**config.mk**
```make
export PLATFORM = sky130hd
export DESIGN_NAME = instr_fetch_flat
export DESIGN_NICKNAME = d
export VERILOG_FILES = /design/src/rtl/core_pkg.sv /design/src/rtl/instr_fetch_if.sv /design/src/rtl/fetch_fifo.sv /design/src/rtl/instr_fetch.sv /design/src/flat_wrapper.sv
export SDC_FILE = /design/constraint.sdc
export NUM_CORES = 1
export LEC_CHECK = 0
export ABC_AREA = 1
export CORE_UTILIZATION = 48
export CTS_BUF_LIST = sky130_fd_sc_hd__clkbuf_4
export CTS_CLUSTER_SIZE = 20
export DETAILED_ROUTE_END_ITERATION = 7
export HOLD_SLACK_MARGIN = 0.08
export PLACE_DENSITY = 0.78
export SLEW_MARGIN = 10
export SYNTH_ARGS = -nofsm -noshare
export SYNTH_HDL_FRONTEND = slang
export SYNTH_SLANG_ARGS = --single-unit
```
**constraint.sdc**
```tcl
create_clock -name clk -period 3.7 [get_ports clk]
set_input_delay 0.555 -clock clk [delete_from_list [all_inputs] [get_ports clk]]
set_output_delay 0.555 -clock clk [all_outputs]
set_load 0.02 [all_outputs]
```
**src/rtl/core_pkg.sv**
```systemverilog
// rtl/core_pkg.sv - shared RV32I core constants, fetch FSM state type and helpers
package core_pkg;

  localparam logic [31:0] INSTR_NOP        = 32'h0000_0013;
  localparam logic [31:0] DEFAULT_RESET_PC = 32'h0000_0000;

  // Major opcodes shared with decode and immediate generation
  localparam logic [6:0] OPC_LUI    = 7'b0110111;
  localparam logic [6:0] OPC_AUIPC  = 7'b0010111;
  localparam logic [6:0] OPC_JAL    = 7'b1101111;
  localparam logic [6:0] OPC_JALR   = 7'b1100111;
  localparam logic [6:0] OPC_BRANCH = 7'b1100011;
  localparam logic [6:0] OPC_LOAD   = 7'b0000011;
  localparam logic [6:0] OPC_STORE  = 7'b0100011;
  localparam logic [6:0] OPC_OP_IMM = 7'b0010011;
  localparam logic [6:0] OPC_OP     = 7'b0110011;
  localparam logic [6:0] OPC_SYSTEM = 7'b1110011;

  typedef enum logic {
    REQ  = 1'b0,
    WAIT = 1'b1
  } fetch_state_e;

  function automatic logic [31:0] word_align(input logic [31:0] addr);
    return {addr[31:2], 2'b00};
  endfunction

endpackage

```
**src/rtl/instr_fetch_if.sv**
```systemverilog
// rtl/instr_fetch_if.sv - fetch-stage bus: imem request/response, redirect and decode handshake
interface instr_fetch_if;

  logic        imemReqValid;
  logic        imemReqReady;
  logic [31:0] imemReqAddr;
  logic        imemRespValid;
  logic [31:0] imemRespData;
  logic        redirectValid;
  logic [31:0] redirectPc;
  logic        instrValid;
  logic        instrReady;
  logic [31:0] instruction;
  logic [31:0] instrPc;

  modport master (
    output imemReqValid, imemReqAddr, instrValid, instruction, instrPc,
    input  imemReqReady, imemRespValid, imemRespData, redirectValid, redirectPc, instrReady
  );

  modport slave (
    input  imemReqValid, imemReqAddr, instrValid, instruction, instrPc,
    output imemReqReady, imemRespValid, imemRespData, redirectValid, redirectPc, instrReady
  );

endinterface

```
**src/rtl/fetch_fifo.sv**
```systemverilog
// rtl/fetch_fifo.sv - power-of-two FIFO of {instruction, pc} with flush; NOP/0 head when empty
module fetch_fifo
  import core_pkg::*;
#(
  parameter  int DEPTH = 2,
  localparam int AW    = $clog2(DEPTH),
  localparam int CW    = AW + 1
) (
  input  logic          clk,
  input  logic          rst_n,
  input  logic          push,
  input  logic [31:0]   push_data,
  input  logic [31:0]   push_pc,
  input  logic          pop,
  input  logic          flush,
  output logic [31:0]   head_data,
  output logic [31:0]   head_pc,
  output logic [CW-1:0] count
);

  logic [31:0]   mem_data [DEPTH];
  logic [31:0]   mem_pc   [DEPTH];
  logic [AW-1:0] rd_ptr;
  logic [AW-1:0] wr_ptr;
  logic          do_push;
  logic          do_pop;

  assign do_push = push && (count < CW'(DEPTH));
  assign do_pop  = pop && (count != '0);

  always_ff @(posedge clk or negedge rst_n) begin
    if (!rst_n) begin
      rd_ptr <= '0;
      wr_ptr <= '0;
      count  <= '0;
    end else if (flush) begin
      rd_ptr <= '0;
      wr_ptr <= '0;
      count  <= '0;
    end else begin
      if (do_push) wr_ptr <= wr_ptr + 1'b1;
      if (do_pop)  rd_ptr <= rd_ptr + 1'b1;
      case ({do_push, do_pop})
        2'b10:   count <= count + 1'b1;
        2'b01:   count <= count - 1'b1;
        default: count <= count;
      endcase
    end
  end

  // Storage needs no reset: entries are only visible while count covers them
  always_ff @(posedge clk) begin
    if (do_push && !flush) begin
      mem_data[wr_ptr] <= push_data;
      mem_pc[wr_ptr]   <= push_pc;
    end
  end

  assign head_data = (count == '0) ? INSTR_NOP : mem_data[rd_ptr];
  assign head_pc   = (count == '0) ? 32'h0    : mem_pc[rd_ptr];

endmodule

```
**src/rtl/instr_fetch.sv**
```systemverilog
// rtl/instr_fetch.sv - RV32I fetch stage: PC, single-outstanding imem fetch, output FIFO, redirect
// Optional FETCH_PERF_CNT_EN adds fetchCount/dropCount performance counters.
module instr_fetch
  import core_pkg::*;
#(
  parameter logic [31:0] RESET_PC  = DEFAULT_RESET_PC,
  parameter int          BUF_DEPTH = 2
) (
  input  logic               clk,
  input  logic               rst_n,
  instr_fetch_if.master      bus
`ifdef FETCH_PERF_CNT_EN
  ,
  output logic [31:0]        fetchCount,
  output logic [31:0]        dropCount
`endif
);

  localparam int CW = $clog2(BUF_DEPTH) + 1;

  fetch_state_e  state, state_nxt;
  logic [31:0]   pc, pc_nxt;
  logic [31:0]   req_pc, req_pc_nxt;
  logic          discard, discard_nxt;
  logic [CW-1:0] fifo_count;
  logic          fifo_push;
  logic          fifo_pop;
  logic          redirect;
  logic          req_fire;

  assign redirect = bus.redirectValid;

  always_ff @(posedge clk or negedge rst_n) begin
    if (!rst_n) begin
      state   <= REQ;
      pc      <= RESET_PC;
      req_pc  <= RESET_PC;
      discard <= 1'b0;
    end else begin
      state   <= state_nxt;
      pc      <= pc_nxt;
      req_pc  <= req_pc_nxt;
      discard <= discard_nxt;
    end
  end

  always_comb begin
    state_nxt        = state;
    pc_nxt           = pc;
    req_pc_nxt       = req_pc;
    discard_nxt      = discard;
    bus.imemReqValid = 1'b0;
    req_fire         = 1'b0;
    fifo_push        = 1'b0;
    case (state)
      REQ: begin
        // Only request when a FIFO slot is guaranteed for the response
        bus.imemReqValid = rst_n && (fifo_count < CW'(BUF_DEPTH)) && !redirect;
        req_fire         = bus.imemReqValid && bus.imemReqReady;
        if (req_fire) begin
          req_pc_nxt = pc;
          pc_nxt     = pc + 32'd4;
          state_nxt  = WAIT;
        end
      end
      WAIT: begin
        if (bus.imemRespValid) begin
          fifo_push   = !discard && !redirect;
          discard_nxt = 1'b0;
          state_nxt   = REQ;
        end else if (redirect) begin
          discard_nxt = 1'b1;
        end
      end
    endcase
    if (redirect) pc_nxt = word_align(bus.redirectPc);
  end

  assign bus.imemReqAddr = pc;
  assign bus.instrValid  = (fifo_count != '0);
  assign fifo_pop        = bus.instrValid && bus.instrReady && !redirect;

  fetch_fifo #(
    .DEPTH (BUF_DEPTH)
  ) u_fifo (
    .clk       (clk),
    .rst_n     (rst_n),
    .push      (fifo_push),
    .push_data (bus.imemRespData),
    .push_pc   (req_pc),
    .pop       (fifo_pop),
    .flush     (redirect),
    .head_data (bus.instruction),
    .head_pc   (bus.instrPc),
    .count     (fifo_count)
  );

`ifdef FETCH_PERF_CNT_EN
  logic resp_drop;
  assign resp_drop = (state == WAIT) && bus.imemRespValid && (discard || redirect);

  always_ff @(posedge clk or negedge rst_n) begin
    if (!rst_n) begin
      fetchCount <= '0;
      dropCount  <= '0;
    end else begin
      if (fifo_pop) fetchCount <= fetchCount + 32'd1;
      dropCount <= dropCount + 32'(resp_drop) + (redirect ? 32'(fifo_count) : 32'd0);
    end
  end
`endif

endmodule

```
**src/flat_wrapper.sv**
```systemverilog
// flat-port wrapper written by rule: the top's interface ports become plain ports
module instr_fetch_flat import core_pkg::*;
#(
  parameter logic [31:0] RESET_PC  = DEFAULT_RESET_PC,
  parameter int          BUF_DEPTH = 2
)
  (clk, rst_n, bus_imemReqValid, bus_imemReqAddr, bus_instrValid, bus_instruction, bus_instrPc, bus_imemReqReady, bus_imemRespValid, bus_imemRespData, bus_redirectValid, bus_redirectPc, bus_instrReady);
  instr_fetch_if bus_i ();
  input  logic clk;
  input  logic rst_n;
  output wire logic [$bits(bus_i.imemReqValid)-1:0] bus_imemReqValid;
  output wire logic [$bits(bus_i.imemReqAddr)-1:0] bus_imemReqAddr;
  output wire logic [$bits(bus_i.instrValid)-1:0] bus_instrValid;
  output wire logic [$bits(bus_i.instruction)-1:0] bus_instruction;
  output wire logic [$bits(bus_i.instrPc)-1:0] bus_instrPc;
  input wire logic [$bits(bus_i.imemReqReady)-1:0] bus_imemReqReady;
  input wire logic [$bits(bus_i.imemRespValid)-1:0] bus_imemRespValid;
  input wire logic [$bits(bus_i.imemRespData)-1:0] bus_imemRespData;
  input wire logic [$bits(bus_i.redirectValid)-1:0] bus_redirectValid;
  input wire logic [$bits(bus_i.redirectPc)-1:0] bus_redirectPc;
  input wire logic [$bits(bus_i.instrReady)-1:0] bus_instrReady;
  assign bus_imemReqValid = bus_i.imemReqValid;
  assign bus_imemReqAddr = bus_i.imemReqAddr;
  assign bus_instrValid = bus_i.instrValid;
  assign bus_instruction = bus_i.instruction;
  assign bus_instrPc = bus_i.instrPc;
  assign bus_i.imemReqReady = bus_imemReqReady;
  assign bus_i.imemRespValid = bus_imemRespValid;
  assign bus_i.imemRespData = bus_imemRespData;
  assign bus_i.redirectValid = bus_redirectValid;
  assign bus_i.redirectPc = bus_redirectPc;
  assign bus_i.instrReady = bus_instrReady;
  instr_fetch #(.RESET_PC(RESET_PC), .BUF_DEPTH(BUF_DEPTH)) u_core (.clk(clk), .rst_n(rst_n), .bus(bus_i));
endmodule
```
==> flow_metrics.tcl <==
set metrics [dict create \
    fin_tns_setup_ns 0 \
    skew_ns 0.0240 \
    crit_buf_inv 3 \
    place.gp.congestion 0.906 \
    relSlewSlack_pct 55.8 \
    grt_max_degree 63 \
    p_leak_uw 0.00408 \
    end_kind "primary output" \
    firstDrtPassIters 5 \
    wl_um 18900 \
    power.density_nw_per_um2 410 \
    layout-drive-gt1-share_pct 7.30 \
    fill_cells 1399 \
    grt_pass1_vias 5847 \
    hp-start "u_core.req_pc[25]" \
    min_to "u_core.u_fifo.mem_pc[0][25]" \
    htreeDepth 4 \
    status "completed" \
    yosys.area_share.simple_pct 20.9 \
    hold_path_depth 0 \
    cts_tree "yes" \
    fmax_mhz 315 \
    synth-xor-area-share_pct 0.736 \
    synthCells 844 \
    syn_to_final_growth_pct 25.3 \
    r2r-end "u_core.u_fifo.mem_pc[0][10]" \
    clkSinkCount 190 \
    clockBufferDepth 2 \
    drc_errors 0 \
    rows 47 \
    cts_resized 0 \
    die_w_um 134 \
    maxCapViolCount 0 \
    crit_type "flip-flop to primary output" \
    synth_area_um2 8330 \
    clk_pin_slew_worst_paths_ns 0.15 \
    setup_viol 0 \
    min_period_over_period_pct 85.9 \
    io_pins 168 \
    synth_compound_area_share_pct 8.29 \
    crit_family "buffers and inverters" \
    postCtsSetupRepairBufs 0 \
    hpwl_um 13200 \
    root_buffer "clkbuf_4" \
    clock_latency_ns 0.58 \
    vias_per_cell 5.12 \
    io_buffers 161 \
    dieArea_um2 17900 \
    fin_util_pct 62.3 \
    cts-buffers-inserted 17 \
    slowest_delay_ns 0.67 \
    globalRouteTotalUtil_pct 22.0 \
    peakVddDrop_v 0.000206 \
    startpoint "u_core.u_fifo.rd_ptr" \
    worstReg2RegStart "u_core.u_fifo.count[1]" \
    num_vias 6326 \
    grt_pass1_wl_um 30000 \
    muxShareOfSynthArea_pct 0 \
    post_drt_wl_per_cell_um 15.3 \
    hold_path.class "flip-flop to flip-flop" \
    slew_violations 0 \
    fin_nets 1072 \
    yosysWarnings 0 \
    rrSetupSlack_ns 1.76 \
    drt_iter0_markers 412 \
    arrival_ns 2.62 \
    synthAdderAreaFrac_pct 0.150 \
    synth_top_family_by_area "simple AND/OR/NAND/NOR gates" \
    crit_slowest_cell "clkdlybuf4s50_1" \
    final_hold_viol_count 0 \
    crit_path_cell_trace "inv_2, buf_4, nand2_1, a21oi_1, clkdlybuf4s50_1" \
    reg2reg_depth 4 \
    startpoint_type "flip-flop" \
    coreArea_um2 16800 \
    fp.dieH_um 134 \
    grt_overflow 0 \
    yosysSeqAreaShare_pct 64.6 \
    critPathRequiredTime_ns 3.14 \
    synth_area_per_cell_um2 9.87 \
    initial_core_util_pct 49.7 \
    grt_setup_unrepaired "false" \
    holdWs_ns 0.489 \
    cp_max_fo 28 \
    drtAntennaViolNets 0 \
    grt_antenna_before_repair 1 \
    synth_cell_types 33 \
    stdcell_area_um2 10400 \
    worst_pin_slew_ns 0.663 \
    synth_seq_cells 190 \
    post_dp_cell_area_um2 10200 \
    min_period_ns 3.18 \
]
## cell families (layout without fill, tap and decap cells)
family          Yosys count  after routing
fa+ha+maj                 1              1
compound gates          132            132
flops                   190            190
other cells               1              5
xor+xnor                  7              7
simple gates            408            408
buf+inv                 105            272
## synth_stat cells
cell,n,area [µm²]
nor2_2,6,37.5
nor2_4,6,67.6
nor4_1,1,6.26
inv_2,4,15.0
clkbuf_1,24,90.1
ha_1,1,12.5
nand3_1,35,175
buf_6,3,33.8
nand3_4,2,35.0
o221ai_1,2,17.5
o21ai_1,22,110
conb_1,1,3.75
buf_2,6,30.0
nand4_1,7,43.8
xnor2_1,1,8.76
nand3_2,2,20.0
xor2_1,6,52.6
inv_1,62,233
buf_4,6,45.0
edfxtp_1,124,3720
o211ai_2,1,12.5
a21oi_1,65,325
nand2_2,4,25.0
o211ai_1,4,30.0
dfrtp_1,66,1650
nand3b_1,5,37.5
nor2_1,48,180
and2_1,1,6.26
o21bai_1,2,15.0
nand2_1,288,1080
o21ai_0,36,180
nand2_4,1,11.3
nor3_1,2,10.0
## worst max path at each step
stage	to	slack, ns	cells after the start
after floorplan	u_core.u_fifo.mem_data[0][0]	-0.40	4
after global placement	bus_imemReqValid	1.04	3
after detailed placement	bus_imemReqValid	1.07	3
after CTS	bus_instruction[15]	0.46	5
after global routing	bus_instrPc[31]	0.32	5
final	bus_instrPc[31]	0.52	5
## power breakdown
part | switching (µW) | internal (µW)
combinational | 395 | 294
clock | 732 | 290
sequential | 129 | 2430
## layer usage
layer  GRT usage, %  part of all wire, %  vias to the layer above
met1           29.8                   43                     2968
met4           8.08                  2.0                        0
met2           34.9                   48                      226
met5              0                    0                        -
met3           4.60                  6.6                       25
li1               -                    -                     3107
## area by class of cell
cell class                      count  area (µm²)  share of cell area (%)
Inverter                           66         248                    2.37
Sequential cell                   190        5380                    51.5
Tap cell                          220         275                    2.64
Clock buffer                       17         128                    1.22
Clock inverter                     15         125                    1.20
Multi-Input combinational cell    552        2540                    24.3
Timing Repair Buffer              174        1740                    16.7
Antenna cell                        1        2.50                  0.0240
## cells in the final DEF (no fill, tap or decap), drive strengths merged, types with 2 or more instances in the layout
master,count
edfxtp,124
nor2,60
o211ai,5
nand3,39
nand2,293
clkbuf,17
nand3b,5
clkinv,4
dfrtp,66
buf,13
nand4,7
clkdlybuf4s50,160
inv,75
clkinvlp,2
xor2,6
a21oi,65
o21bai,2
nor3,2
o21ai,58
o221ai,2
conb,4
## sequential cells by signal, summed over array words and instances (netlist names)
name and count:
u_core.u_fifo.wr_ptr 1, u_core.u_fifo.rd_ptr 1, u_core.u_fifo.mem_data 64, u_core.req_pc 30, u_core.u_fifo.count 2, u_core.bus.imemReqAddr 30, u_core.u_fifo.mem_pc 60, u_core.discard 1
u_core.state 1
## repair_timing
action,in CTS,in global routing
hold buffers,1,0
endpoints found under the setup margin,0,0
endpoints found under the hold margin,8,0
## stage by stage
step | power [µW] | setup WS, ns | std cells
final | 4270 | 0.523 | 1235
after global routing | 4460 | 0.317 | 1235
after CTS | 4300 | 0.456 | 1234
after detailed placement | 3300 | 1.07 | 1201
after global placement | 3270 | 1.04 | 1201
after floorplan | 2950 | -0.399 | 847
No activity file was read; power rests on OpenSTA's default activity.
